File: src/rtl/adder_seq_pkg.sv
// Shared types and helpers for the multi-cycle carry-select adder.
package adder_seq_pkg;

  typedef enum logic [1:0] {
    StIdle,
    StCalc,
    StDone
  } state_e;

  // Width of the chunk index; a single-chunk adder still needs a 1-bit index.
  function automatic int unsigned cnt_width(input int unsigned n);
    return (n > 1) ? $clog2(n) : 1;
  endfunction

endpackage

File: src/rtl/adder_carry_select_seq_if.sv
// Request/response handshake bundle for adder_carry_select_seq.
interface adder_carry_select_seq_if #(
  parameter int unsigned p_nbits = 32
) ();

  logic               in_val;
  logic               in_rdy;
  logic [p_nbits-1:0] in0;
  logic [p_nbits-1:0] in1;
  logic               cin;
  logic               sub;
  logic               out_val;
  logic               out_rdy;
  logic [p_nbits-1:0] sum;
  logic               cout;
  logic               ovf;

  modport master (
    output in_val, in0, in1, cin, sub, out_rdy,
    input  in_rdy, out_val, sum, cout, ovf
  );

  modport slave (
    input  in_val, in0, in1, cin, sub, out_rdy,
    output in_rdy, out_val, sum, cout, ovf
  );

endinterface

File: src/rtl/adder_chunk_cs.sv
// Combinational carry-select slice adder: ripple lower half, dual-ripple upper half
// selected by the lower carry.
module adder_chunk_cs #(
  parameter int unsigned p_chunk = 8
) (
  input  logic [p_chunk-1:0] a,
  input  logic [p_chunk-1:0] b,
  input  logic               cin,
  output logic [p_chunk-1:0] sum,
  output logic               cout,
  output logic               cmsb
);

  localparam int lo_w = int'(p_chunk) / 2;
  localparam int hi_w = int'(p_chunk) - lo_w;

  logic [lo_w-1:0] s_lo;
  logic [hi_w-1:0] s_hi0;
  logic [hi_w-1:0] s_hi1;
  logic            c_lo;
  logic            c0;
  logic            c1;
  logic            msb_c0;
  logic            msb_c1;
  logic            c;

  always_comb begin
    s_lo   = '0;
    s_hi0  = '0;
    s_hi1  = '0;
    c      = cin;
    c0     = 1'b0;
    c1     = 1'b1;
    msb_c0 = 1'b0;
    msb_c1 = 1'b1;
    for (int i = 0; i < lo_w; i++) begin
      s_lo[i] = a[i] ^ b[i] ^ c;
      c       = (a[i] & b[i]) | (c & (a[i] ^ b[i]));
    end
    c_lo = c;
    // Both upper candidates track the carry entering their top bit for overflow.
    for (int i = 0; i < hi_w; i++) begin
      msb_c0   = c0;
      msb_c1   = c1;
      s_hi0[i] = a[lo_w+i] ^ b[lo_w+i] ^ c0;
      c0       = (a[lo_w+i] & b[lo_w+i]) | (c0 & (a[lo_w+i] ^ b[lo_w+i]));
      s_hi1[i] = a[lo_w+i] ^ b[lo_w+i] ^ c1;
      c1       = (a[lo_w+i] & b[lo_w+i]) | (c1 & (a[lo_w+i] ^ b[lo_w+i]));
    end
  end

  assign sum  = {c_lo ? s_hi1 : s_hi0, s_lo};
  assign cout = c_lo ? c1 : c0;
  assign cmsb = c_lo ? msb_c1 : msb_c0;

endmodule

File: src/rtl/adder_carry_select_seq.sv
// Multi-cycle adder/subtractor: one p_chunk slice per cycle, LSB slice first,
// with valid/ready on both request and result.
module adder_carry_select_seq
  import adder_seq_pkg::*;
#(
  parameter int unsigned p_nbits = 32,
  parameter int unsigned p_chunk = 8
) (
  input logic                     clk,
  input logic                     reset,
  adder_carry_select_seq_if.slave bus
);

  localparam int unsigned n_chunks = p_nbits / p_chunk;
  localparam int unsigned k_w      = cnt_width(n_chunks);
  localparam logic [k_w-1:0] k_last = k_w'(n_chunks - 1);

  state_e             state_q;
  logic [p_nbits-1:0] a_q;
  logic [p_nbits-1:0] b_q;
  logic [p_nbits-1:0] sum_q;
  logic [k_w-1:0]     k_q;
  logic               carry_q;
  logic               cout_q;
  logic               ovf_q;
  logic               in_rdy_q;
  logic               out_val_q;

  logic [31:0]        base;
  logic [p_chunk-1:0] a_chunk;
  logic [p_chunk-1:0] b_chunk;
  logic [p_chunk-1:0] s_chunk;
  logic               c_out;
  logic               c_msb;

  assign base    = 32'(k_q) * p_chunk;
  assign a_chunk = a_q[base +: p_chunk];
  assign b_chunk = b_q[base +: p_chunk];

  adder_chunk_cs #(
    .p_chunk (p_chunk)
  ) u_chunk (
    .a    (a_chunk),
    .b    (b_chunk),
    .cin  (carry_q),
    .sum  (s_chunk),
    .cout (c_out),
    .cmsb (c_msb)
  );

  always_ff @(posedge clk) begin
    if (!reset) begin
      state_q   <= StIdle;
      a_q       <= '0;
      b_q       <= '0;
      sum_q     <= '0;
      k_q       <= '0;
      carry_q   <= 1'b0;
      cout_q    <= 1'b0;
      ovf_q     <= 1'b0;
      in_rdy_q  <= 1'b1;
      out_val_q <= 1'b0;
    end else begin
      unique case (state_q)
        StIdle: begin
          if (bus.in_val) begin
            // Subtract is A + ~B + 1, so the caller's carry-in is dropped.
            a_q      <= bus.in0;
            b_q      <= bus.sub ? ~bus.in1 : bus.in1;
            carry_q  <= bus.sub | bus.cin;
            k_q      <= '0;
            in_rdy_q <= 1'b0;
            state_q  <= StCalc;
          end
        end
        StCalc: begin
          sum_q[base +: p_chunk] <= s_chunk;
          carry_q                <= c_out;
          if (k_q == k_last) begin
            cout_q    <= c_out;
            ovf_q     <= c_msb ^ c_out;
            out_val_q <= 1'b1;
            state_q   <= StDone;
          end else begin
            k_q <= k_q + 1'b1;
          end
        end
        StDone: begin
          if (bus.out_rdy) begin
            out_val_q <= 1'b0;
            in_rdy_q  <= 1'b1;
            state_q   <= StIdle;
          end
        end
        default: state_q <= StIdle;
      endcase
    end
  end

  assign bus.in_rdy  = in_rdy_q;
  assign bus.out_val = out_val_q;
  assign bus.sum     = sum_q;
  assign bus.cout    = cout_q;
  assign bus.ovf     = ovf_q;

endmodule

File: src/flat_wrapper.sv
// flat-port wrapper written by rule: the top's interface ports become plain ports
module adder_carry_select_seq_flat import adder_seq_pkg::*;
#(
  parameter int unsigned p_nbits = 32,
  parameter int unsigned p_chunk = 8
)
  (clk, reset, bus_in_val, bus_in0, bus_in1, bus_cin, bus_sub, bus_out_rdy, bus_in_rdy, bus_out_val, bus_sum, bus_cout, bus_ovf);
  adder_carry_select_seq_if #(.p_nbits(p_nbits)) bus_i ();
  input logic clk;
  input logic reset;
  input wire logic [$bits(bus_i.in_val)-1:0] bus_in_val;
  input wire logic [$bits(bus_i.in0)-1:0] bus_in0;
  input wire logic [$bits(bus_i.in1)-1:0] bus_in1;
  input wire logic [$bits(bus_i.cin)-1:0] bus_cin;
  input wire logic [$bits(bus_i.sub)-1:0] bus_sub;
  input wire logic [$bits(bus_i.out_rdy)-1:0] bus_out_rdy;
  output wire logic [$bits(bus_i.in_rdy)-1:0] bus_in_rdy;
  output wire logic [$bits(bus_i.out_val)-1:0] bus_out_val;
  output wire logic [$bits(bus_i.sum)-1:0] bus_sum;
  output wire logic [$bits(bus_i.cout)-1:0] bus_cout;
  output wire logic [$bits(bus_i.ovf)-1:0] bus_ovf;
  assign bus_i.in_val = bus_in_val;
  assign bus_i.in0 = bus_in0;
  assign bus_i.in1 = bus_in1;
  assign bus_i.cin = bus_cin;
  assign bus_i.sub = bus_sub;
  assign bus_i.out_rdy = bus_out_rdy;
  assign bus_in_rdy = bus_i.in_rdy;
  assign bus_out_val = bus_i.out_val;
  assign bus_sum = bus_i.sum;
  assign bus_cout = bus_i.cout;
  assign bus_ovf = bus_i.ovf;
  adder_carry_select_seq #(.p_nbits(p_nbits), .p_chunk(p_chunk)) u_core (.clk(clk), .reset(reset), .bus(bus_i));
endmodule
File: config.mk
export PLATFORM = sky130hd
export DESIGN_NAME = adder_carry_select_seq_flat
export DESIGN_NICKNAME = d
export VERILOG_FILES = /design/src/rtl/adder_seq_pkg.sv /design/src/rtl/adder_carry_select_seq_if.sv /design/src/rtl/adder_chunk_cs.sv /design/src/rtl/adder_carry_select_seq.sv /design/src/flat_wrapper.sv
export SDC_FILE = /design/constraint.sdc
export NUM_CORES = 1
export LEC_CHECK = 0
export CORE_MARGIN = 4
export CORE_UTILIZATION = 45
export DETAILED_ROUTE_END_ITERATION = 7
export HOLD_SLACK_MARGIN = 0.06
export PLACE_DENSITY = 0.83
export SYNTH_ARGS = -nofsm -noshare
export SYNTH_HDL_FRONTEND = slang
export SYNTH_SLANG_ARGS = --single-unit
export TNS_END_PERCENT = 50
File: constraint.sdc
create_clock -name clk -period 4.7 [get_ports clk]
set_input_delay 0.94 -clock clk [delete_from_list [all_inputs] [get_ports clk]]
set_output_delay 0.94 -clock clk [all_outputs]
set_load 0.01 [all_outputs]
### Yosys cells after proc, flatten, opt, wreduce, memory -nomap -nowiden

Cells that the tools add are included.

| storage, ports and cells | value |
|---|---|
| bits in registers | 105 |
| bits in writable memories | 0 |
| ROM bits | 0 |
| input port bits | 70 |
| latch bits | 0 |
| output and inout bits | 36 |
| memories | 0 |
| logic and storage cells | 105 |

| cells by class | value |
|---|---|
| order comparisons | 0 |
| bitwise logic cells | 51 |
| add/sub/neg operators | 2 |
| muxes and demuxes | 20 |
| reductions and logical operators | 11 |
| shift-type cells | 4 |
| eq/ne operators | 7 |
| div/mod/pow operators | 0 |
| multipliers | 0 |

Operator list:

| kind | number |
|---|---|
| 32-bit by 6-bit indexed part select with 8-bit output | 2 |
| 5-bit negator with 34-bit output | 1 |
| 8-bit by 34-bit variable shift with 32-bit output, first input constant | 1 |
| 8-bit by 34-bit indexed part select with 32-bit output | 1 |
| 32-bit bitwise mux | 1 |
| 32-bit 2-to-1 mux | 1 |
| 32-bit inverter | 1 |
| 1-bit XOR | 19 |
| 1-bit AND | 18 |
| 1-bit bitwise OR | 12 |
| 3-bit AND reduction | 4 |
| 2-bit 2-to-1 mux | 5 |
| 1-bit 2-to-1 mux | 7 |
| 2-bit != test, second input constant | 3 |
| 1-bit case mux with 2 select lines | 3 |
| 2-bit case mux with 3 select lines | 1 |
| 2-bit AND reduction | 3 |
| 2-bit nonzero test | 3 |
| 2-bit == test, second input constant | 2 |
| 4-bit 2-to-1 mux | 1 |
| 2-bit case mux with 2 select lines | 1 |
| 2-bit by 1-bit adder with 2-bit output, second input constant | 1 |
| 2-bit by 1-bit == test with 1-bit output, second input constant | 1 |
| 2-bit logical NOT | 1 |
| 2 further kinds | 2 |

### Longest topological paths before layout

Gate-level depths: netlist of the first run.

| depth | value |
|---|---|
| word-level depth | 13 |
| mapped depth | 20 |
| gate-level depth less buffers | 18 |

### Cells and area by module

Synthesis of the first run repeated with hierarchy kept, for this count alone.

| second synthesis, totals | value |
|---|---|
| cells, all modules | 481 |
| area total of the unflattened synthesis | 4874.7 µm² |

Modules (own cells, without submodules):

| module | instances | area an instance (µm²) | cells an instance | sequential area each (µm²) |
|---|---|---|---|---|
| adder_carry_select_seq | 1 | 4645.7 | 458 | 2102.0 |
| adder_chunk_cs | 1 | 229.0 | 23 | 0.0 |

### Worst setup path before layout of the first run

Ideal clock, no wire load.

| path | value |
|---|---|
| kind | register to register |
| from | register u_core.k_q[0] |
| to | register u_core.sum_q[15] (netlist: u_core.bus.sum[15]) |
| arrival | 4.051 ns |
| setup slack | 0.531 ns |
| setup time | 0.117 ns |
| path buffers | 2 |
| stages on the path, launching flop included | 18 |
| required time | 4.583 ns |
| cell sequence | dfxtp_1 buf_4 buf_2 mux4_2 inv_1 fa_1 fa_1 inv_1 fa_1 inv_1 fa_1 o21ai_0 fa_1 inv_1 fa_1 inv_1 fa_1 a32o_1 |

| on the way | value |
|---|---|
| longest elaborated chain between the ends | 13 |

Ends and longest elaborated chain:

| item | RTL line | text |
|---|---|---|
| start, declared | adder_carry_select_seq.sv:22 | `logic [k_w-1:0] k_q;` |
| start signal, assigned | adder_carry_select_seq.sv:85 | `k_q <= k_q + 1'b1;` |
| 32-bit by 6-bit indexed part select with 8-bit output (on tied branches) | adder_carry_select_seq.sv:37, adder_carry_select_seq.sv:38 |  |
| 1-bit XOR | adder_chunk_cs.sv:37, adder_chunk_cs.sv:38 |  |
| 1-bit AND | adder_chunk_cs.sv:38 | `c = (a[i] & b[i]) \| (c & (a[i] ^ b[i]));` |
| 1-bit bitwise OR | adder_chunk_cs.sv:38 |  |
| 1-bit AND | adder_chunk_cs.sv:38 |  |
| 1-bit bitwise OR | adder_chunk_cs.sv:38 |  |
| 1-bit AND | adder_chunk_cs.sv:38 |  |
| 1-bit bitwise OR | adder_chunk_cs.sv:38 |  |
| 1-bit AND | adder_chunk_cs.sv:38 |  |
| 1-bit bitwise OR | adder_chunk_cs.sv:38 |  |
| 4-bit 2-to-1 mux | adder_chunk_cs.sv:52 | `assign sum = {c_lo ? s_hi1 : s_hi0, s_lo};` |
| 8-bit by 34-bit indexed part select with 32-bit output | adder_carry_select_seq.sv:77 | `sum_q[base +: p_chunk] <= s_chunk;` |
| 32-bit bitwise mux * | adder_carry_select_seq.sv:77 |  |
| end signal, assigned by index | adder_carry_select_seq.sv:77 |  |
| end, declared | adder_carry_select_seq.sv:21 | `logic [p_nbits-1:0] sum_q;` |

Mark *: on every way between the ends. The rest lies on a longest branch, timed or not.
A chain may end at the register's enable or synchronous reset.

### Worst setup path in the final report of the first run

| path | value |
|---|---|
| from | register u_core.k_q[0] |
| to | register u_core.ovf_q (netlist: u_core.bus.ovf) |

| on the way | value |
|---|---|
| longest elaborated chain between the ends | 12 |

Ends and longest elaborated chain:

| item | RTL line | text |
|---|---|---|
| 32-bit by 6-bit indexed part select with 8-bit output (on tied branches) | adder_carry_select_seq.sv:37, adder_carry_select_seq.sv:38 |  |
| 1-bit XOR | adder_chunk_cs.sv:38 |  |
| 1-bit AND | adder_chunk_cs.sv:38 |  |
| 1-bit bitwise OR | adder_chunk_cs.sv:38 |  |
| 1-bit AND | adder_chunk_cs.sv:38 |  |
| 1-bit bitwise OR | adder_chunk_cs.sv:38 |  |
| 1-bit AND | adder_chunk_cs.sv:38 |  |
| 1-bit bitwise OR | adder_chunk_cs.sv:38 |  |
| 1-bit AND | adder_chunk_cs.sv:38 |  |
| 1-bit bitwise OR | adder_chunk_cs.sv:38 |  |
| 1-bit 2-to-1 mux * | adder_chunk_cs.sv:53 | `assign cout = c_lo ? c1 : c0;` |
| net u_core.c_out | adder_carry_select_seq.sv:33 | `logic c_out;` |
| 1-bit XOR * | adder_carry_select_seq.sv:81 | `ovf_q <= c_msb ^ c_out;` |
| end signal, assigned | adder_carry_select_seq.sv:81 |  |
| end, declared | adder_carry_select_seq.sv:25 | `logic ovf_q;` |

Mark *: on every way through the listed nets, which the timed path passes. The rest lies on a longest branch.

==> out/qor.csv, run 1 <==
stage,metric,value,unit
synth,async_flop_share,0,
power,power.internal,1.36,mW
setup_path,critPathLaunchType,register,
setup_path,cp.required,5.00,ns
power,pwr-share-comb,0.182,
timing,rsz0062_at_grt,false,
synth,synth-edff-count,0,
die,start_util,0.467,
clock_tree,cts_tree,done,
synth,synth_area_leaders,"dfxtp_1 (43%), nand2_1 (8.2%), mux4_2 (7.4%)",
detailed_routing,avgViaCountPerCell,5.25,
power,ir_drop,0.140,mV
clock_tree,htreeDepth,3,
min_path,hp-start,u_core.bus.sum[25]$_SDFFE_PN0P_,
final_layout,utilization,0.585,
setup_path,crit_fanout,9,
timing,finalHoldViolCount,0,
final_layout,antenna_cells,0,
placement,port_buffers,105,
timing,worst_pin_slew,1.10,ns
clock_tree,clk-insertion-delay-late,0.38,ns
synth,synth-simple-area-share,0.122,
setup_path,path_class,register to register,
timing,slew_viol_final,0,
final_layout,n_fill_cell,914,
power,p_seq_frac,0.526,
final_layout,final_cell_mix,"nand2_1 (107), dfxtp_1 (105), clkdlybuf4s50_1 (103)",
synth,synth_top_area_share,0.430,
timing,finalClockSkew,0.0112,ns
setup_path,r2r_slack,0.38,ns
die,die_y,112,um
synth,synth-compound-area-share,0.201,
clock_tree,cts_buffer_depth,2,
detailed_routing,wirelength,10900,um
final_layout,regArea,2100,um2
detailed_routing,dr.pass1.iters,5,
detailed_routing,via_count,3673,
setup_path,crit_chain,mux4_2 -> inv_1 -> fa_1 -> fa_1 -> inv_1 -> fa_1 -> inv_1 -> fa_1 -> nand2_1 -> o21ai_0 -> fa_1 -> inv_1 -> fa_1 -> inv_1 -> fa_1 -> xnor2_1 -> nand3_1 -> a21boi_0,
placement,hpwlAfterDp,8260,um
power,leakage,2.47,nW
setup_path,worst_r2r_endpoint,u_core.bus.ovf$_SDFFE_PN0P_,
synth,synth_mux_area_frac,0.0758,
synth,synth_fa_ha_area_frac,0.0492,
synth,syn_area_per_cell,10.3,um2
setup_path,r2r_start,u_core.k_q[0]$_SDFFE_PN0P_,
synth,synth-xor-area-share,0.0609,
timing,fin_crit,4.32,ns
global_routing,grt_usage,0.176,
power,power_density,302,nW/um2
clock_tree,postCtsHoldBufs,0,
synth,synthFlopType,dfxtp_1,
final_layout,area_growth,25.3,%
detailed_routing,drc,0,
timing,finalCritPeriodShare,0.920,
clock_tree,cts_root_buf,clkbuf_8,
die,coreArea,10500,um2
power,power,1.85,mW
placement,gp_congestion,0.811,
die,dieWidth,112,um
clock_tree,postCtsResizedCells,0,
timing,setup_violations,0,
synth,seq_area_frac_synth,0.430,
synth,ys.warnings.count,0,
detailed_routing,drtIter0Drc,198,
timing,tns,0,ns
timing,clock.fmax,231,MHz
final_layout,drive_above_1_share,0.0798,
power,swShare,0.266,
global_routing,overflow,0,
final_layout,multi_input_area,2490,um2
synth,yosysTopAreaCell,dfxtp_1,
detailed_routing,routedWlPerCell,15.5,um
synth,synth_seq_cells,105,
power,p_sw,492,uW
global_routing,grt_pass1_wl,18000,um
min_path,hold_end,u_core.bus.sum[25]$_SDFFE_PN0P_,
setup_path,crit_path_top_delay_cell,dfxtp_1,
run_status,status,finished clean,
setup_path,endpoint_kind,register,
final_layout,finalNetCount,644,
final_layout,final_common_cell,nand2_1,
die,rows,37,
die,dieArea,12600,um2
global_routing,grt_max_degree,97,
synth,synth_top_family_by_area,compound AO/OA/AOI/OAI gates,
setup_path,crit_path_frequent_cell,fa_1,
min_path,whs_path_depth,1,
die,io_pins,106,
clock_tree,clk_pin_slew,0.10,ns
global_routing,antenna_found_initial,0,
timing,setup_ws,0.377,ns
global_routing,grt_pass1_vias,3727,
setup_path,max_stage_delay,0.65,ns
timing,whs,0.468,ns
synth,synth_fp_nets,559,
job,drv_cap,0,
setup_path,arrival,4.62,ns
synth,syn_inst,474,
synth,syn_area,4890,um2
min_path,hold_path_class,register to register,
power,p_clk_frac,0.292,
clock_tree,cts.sinks,105,
synth,synthDistinctLibCells,41,
timing,slew_headroom,0.270,
clock_tree,post_cts_buffers,0,
clock_tree,cts_buffers,9,
setup_path,reg2reg_depth,18,
placement,place_ws,0.435,ns
detailed_routing,ant_nets,0,
-- worst max-delay path: cells and delay by family (launching register included) --
kind | cells | cell delay, ns
DFF | 1 | 0.65
AOI/OAI and AO/OA | 2 | 0.30
xor gates and xnor gates | 1 | 0.17
buffers and inverters | 5 | 0.32
muxes | 1 | 0.32
adders and majority gates | 7 | 2.31
and+or+nand+nor | 2 | 0.16
-- synthesized netlist by cell type, types with 7 or more instances --
library cell  number
buf_2             17
a21boi_0          30
nor2b_1            7
fa_1               7
o2bb2ai_1          8
mux4_2            16
xnor2_1           34
nand2_1          107
o211a_1           32
inv_1             22
clkbuf_1           8
a22o_1            12
dfxtp_1          105
buf_4              7
ha_1               8
a32o_1            12
-- state kept, by name (all words and copies together) (netlist names), 2 cells and up --
signal and flops:
u_core.a_q 32, u_core.b_q 32, u_core.bus.sum 32, u_core.k_q 2
u_core.state_q 2
-- kinds of logic after synthesis --
| family | after synthesis |
|---|---|
| mux | 17 |
| buf+inv | 58 |
| flops | 105 |
| simple gates | 132 |
| xor+xnor | 34 |
| compound gates | 113 |
| fa+ha+maj | 15 |
-- power groups by stage --
| stage | Clock, mW | Combinational (mW) | Sequential (mW) |
|---|---|---|---|
| 3_5_place_dp | 0 | 0.338 | 0.992 |
| 4_1_cts | 0.550 | 0.340 | 0.972 |
| 5_1_grt | 0.586 | 0.373 | 0.979 |
| 2_1_floorplan | 0 | 0.225 | 0.980 |
| 6_report | 0.540 | 0.337 | 0.973 |
| 3_3_place_gp | 0 | 0.328 | 0.991 |
-- metal layers --
metal	global-route usage	vias up	wire length, um
li1	-	1813	-
met2	0.309	105	5410
met3	0.0394	14	591
met5	0	-	0
met1	0.215	1741	4710
met4	0.0521	0	165
-- stage by stage --
step / instance area (um2) / instances
final: 6120 / 700
after CTS: 6120 / 700
after floorplan: 4890 / 474
after detailed placement: 5940 / 684
after global placement: 5940 / 684
after global routing: 6120 / 700
-- worst max-delay path by stage --
stage | startpoint | to
after floorplan | u_core.k_q[0]$_SDFFE_PN0P_ | u_core.bus.sum[15]$_SDFFE_PN0P_
after global placement | u_core.k_q[0]$_SDFFE_PN0P_ | u_core.bus.ovf$_SDFFE_PN0P_
after detailed placement | u_core.k_q[0]$_SDFFE_PN0P_ | u_core.bus.ovf$_SDFFE_PN0P_
after CTS | u_core.k_q[0]$_SDFFE_PN0P_ | u_core.bus.ovf$_SDFFE_PN0P_
after global routing | u_core.k_q[0]$_SDFFE_PN0P_ | u_core.bus.ovf$_SDFFE_PN0P_
final | u_core.k_q[0]$_SDFFE_PN0P_ | u_core.bus.ovf$_SDFFE_PN0P_
-- layout make-up --
cell class / count / area share
Sequential cell: 105 / 0.343
Clock buffer: 11 / 0.0215
Timing Repair Buffer: 110 / 0.178
Clock inverter: 5 / 0.00919
Multi-Input combinational cell: 311 / 0.407
Inverter: 22 / 0.0135
Tap cell: 136 / 0.0278
No activity file was read; power rests on OpenSTA's default activity.
==> run 2: changes to the inputs <==
--- a/config.mk
+++ b/config.mk
@@ -12,5 +12,6 @@
 export PLACE_DENSITY = 0.83
 export SYNTH_ARGS = -nofsm -noshare
 export SYNTH_HDL_FRONTEND = slang
+export SYNTH_HIERARCHICAL = 1
 export SYNTH_SLANG_ARGS = --single-unit
 export TNS_END_PERCENT = 50
==> out/qor.csv, run 2 <==
stage,metric,value,unit,change
run_status,status,finished clean,,
global_routing,overflow,0,,unchanged
setup_path,critPathLaunchType,register,,
global_routing,grt_pass1_wl,18600,um,+3.3%
final_layout,utilization,0.585,,-0.000762
timing,worst_pin_slew,1.14,ns,+0.0419 ns
die,die_y,112,um,-0.12%
synth,synth_fp_nets,565,,+1.1%
placement,gp_congestion,0.783,,-3.5%
clock_tree,htreeDepth,3,,unchanged
setup_path,r2r_start,u_core/k_q[0]$_SDFFE_PN0P_,,
die,dieArea,12600,um2,-0.24%
synth,syn_inst,481,,+1.5%
power,leakage,2.48,nW,+0.11%
timing,slew_viol_final,0,,unchanged
timing,rsz0062_at_grt,false,,
clock_tree,postCtsHoldBufs,0,,unchanged
die,start_util,0.468,,+0.000875
placement,port_buffers,105,,unchanged
setup_path,r2r_slack,0.20,ns,-0.18 ns
setup_path,reg2reg_depth,15,,-3
detailed_routing,routedWlPerCell,16.2,um,+4.3%
die,dieWidth,112,um,-0.12%
min_path,hold_end,u_core/a_q[31]$_SDFFE_PN0P_,,
min_path,hold_path_class,register to register,,
detailed_routing,wirelength,11300,um,+4.2%
synth,seq_area_frac_synth,0.431,,+0.00110
detailed_routing,avgViaCountPerCell,5.30,,+1.1%
synth,synthTopCellsByCount,"nand2_1 (119), dfxtp_1 (105), xnor2_1 (34), o211a_1 (33), a21boi_0 (32)",,
setup_path,path_class,register to register,,
synth,async_flop_share,0,,unchanged
min_path,whs_path_depth,2,,+1
final_layout,multi_input_area,2480,um2,-0.30%
clock_tree,cts.sinks,105,,unchanged
detailed_routing,dr.pass1.iters,7,,+2
power,ir_drop,0.139,mV,-0.80%
detailed_routing,via_count,3708,,+0.95%
final_layout,fin_cells,699,,-0.14%
final_layout,drive_above_1_share,0.0710,,-0.00874
final_layout,antenna_cells,0,,unchanged
final_layout,area_growth,24.9,%,
final_layout,finalNetCount,643,,-0.16%
synth,synthDistinctLibCells,35,,-15%
setup_path,endpoint_kind,register,,
timing,finalCritPeriodShare,0.958,,+0.0386
die,io_pins,106,,unchanged
setup_path,arrival,4.75,ns,+0.13 ns
setup_path,cp.required,4.95,ns,-0.05 ns
detailed_routing,drtIter0Drc,234,,+18%
timing,whs,0.472,ns,+0.00426 ns
final_layout,n_fill_cell,891,,-2.5%
synth,synth_top_area_share,0.431,,+0.00110
timing,setup_violations,0,,unchanged
clock_tree,cts_root_buf,clkbuf_8,,
detailed_routing,drc,0,,unchanged
synth,yosysMostFrequentCell,nand2_1,,
setup_path,crit_fanout,4,,-5
detailed_routing,ant_nets,0,,unchanged
timing,finalHoldViolCount,0,,unchanged
synth,syn_area_per_cell,10.1,um2,-1.7%
synth,ys.warnings.count,6,,+6
global_routing,antenna_found_initial,0,,unchanged
die,rows,37,,unchanged
setup_path,worst_r2r_endpoint,u_core/carry_q$_SDFFE_PN0P_,,
global_routing,grt_max_degree,119,,+23%
timing,finalClockSkew,0.00523,ns,-0.00597 ns
synth,synth_seq_cells,105,,unchanged
clock_tree,clk_pin_slew,0.09,ns,about the same
die,coreArea,10400,um2,-0.44%
synth,synthFlopType,dfxtp_1,,
global_routing,grt_pass1_vias,3746,,+0.51%
job,drv_cap,0,,unchanged
placement,hpwlAfterDp,8390,um,+1.5%
clock_tree,post_cts_buffers,0,,unchanged
global_routing,grt_usage,0.181,,+0.00593
final_layout,final_cell_mix,"nand2_1 (119), dfxtp_1 (105), clkdlybuf4s50_1 (103)",,
synth,yosysTopAreaCell,dfxtp_1,,
min_path,hp-start,u_core/a_q[31]$_SDFFE_PN0P_,,
placement,placed_cells,684,,unchanged
timing,fin_crit,4.50,ns,+0.181 ns
clock_tree,postCtsResizedCells,0,,unchanged
clock_tree,clk-insertion-delay-late,0.36,ns,-0.02 ns
clock_tree,cts_buffers,9,,unchanged
clock_tree,cts_buffer_depth,2,,unchanged
final_layout,regArea,2100,um2,unchanged
clock_tree,cts_tree,done,,
synth,syn_area,4870,um2,-0.26%
final_layout,final_common_cell,nand2_1,,
power,power_density,309,nW/um2,+2.2%
synth,synth-edff-count,0,,unchanged
synth,synth_area_leaders,"dfxtp_1 (43%), nand2_1 (9.2%), mux4_2 (7.4%)",,
timing,clock.fmax,222,MHz,-4.0%
timing,tns,0,ns,unchanged
timing,slew_headroom,0.242,,-0.0280
[run 2: stage by stage]
stage / power (mW) / setup slack (ns) / cell area [um2]
after floorplan: 1.21 / 0.0671 / 4870
after global placement: 1.33 / 0.351 / 5890
after detailed placement: 1.34 / 0.237 / 5890
after CTS: 1.89 / 0.216 / 6090
after global routing: 1.97 / 0.00341 / 6090
final: 1.88 / 0.195 / 6090
[run 2: layout make-up]
| type | instances | share of cell area |
|---|---|---|
| Clock buffer | 13 | 0.0261 |
| Sequential cell | 105 | 0.345 |
| Tap cell | 136 | 0.0279 |
| Multi-Input combinational cell | 318 | 0.408 |
| Clock inverter | 2 | 0.00617 |
| Timing Repair Buffer | 110 | 0.178 |
| Inverter | 15 | 0.00925 |
[run 2: worst max-delay path, stage by stage (launching register included)]
cell and delay (ns):
dfxtp_1 0.43, mux4_2 0.55, fa_1 0.45, fa_1 0.39, fa_1 0.38, inv_1 0.08
fa_1 0.23, mux2i_1 0.10, fa_1 0.37, inv_1 0.08, fa_1 0.17, inv_1 0.07
fa_1 0.43, or3b_2 0.51, o311ai_2 0.09, a21oi_1 0.08
[run 2: worst max-delay path by stage]
stage,from,end,slack (ns),cells after the start
2_1_floorplan,u_core/k_q[0]$_SDFFE_PN0P_,u_core/carry_q$_SDFFE_PN0P_,0.07,17
3_3_place_gp,u_core/k_q[0]$_SDFFE_PN0P_,u_core/carry_q$_SDFFE_PN0P_,0.35,15
3_5_place_dp,u_core/k_q[0]$_SDFFE_PN0P_,u_core/carry_q$_SDFFE_PN0P_,0.24,15
4_1_cts,u_core/k_q[0]$_SDFFE_PN0P_,u_core/carry_q$_SDFFE_PN0P_,0.22,15
5_1_grt,u_core/k_q[0]$_SDFFE_PN0P_,u_core/carry_q$_SDFFE_PN0P_,0.003,15
6_report,u_core/k_q[0]$_SDFFE_PN0P_,u_core/carry_q$_SDFFE_PN0P_,0.20,15
[run 2: power by group]
part	total [mW]	switching (mW)	internal, mW
Sequential	0.970	0.0312	0.939
Clock	0.558	0.285	0.273
Combinational	0.352	0.175	0.176
Total	1.88	0.491	1.39
[run 2: cell families after synthesis]
logic type,after synthesis,share of synthesized area
fa+ha+maj,14,0.0467
buf+inv,58,0.0595
mux,18,0.0780
flops,105,0.431
simple gates,141,0.127
xor+xnor,34,0.0611
compound gates,111,0.197
[run 2: metal layers]
metal	part of all wire	routed length (um)	GRT usage
met4	0.018	200	0.0465
met1	0.43	4820	0.237
met3	0.059	674	0.0447
met5	0	0	0
met2	0.50	5640	0.303
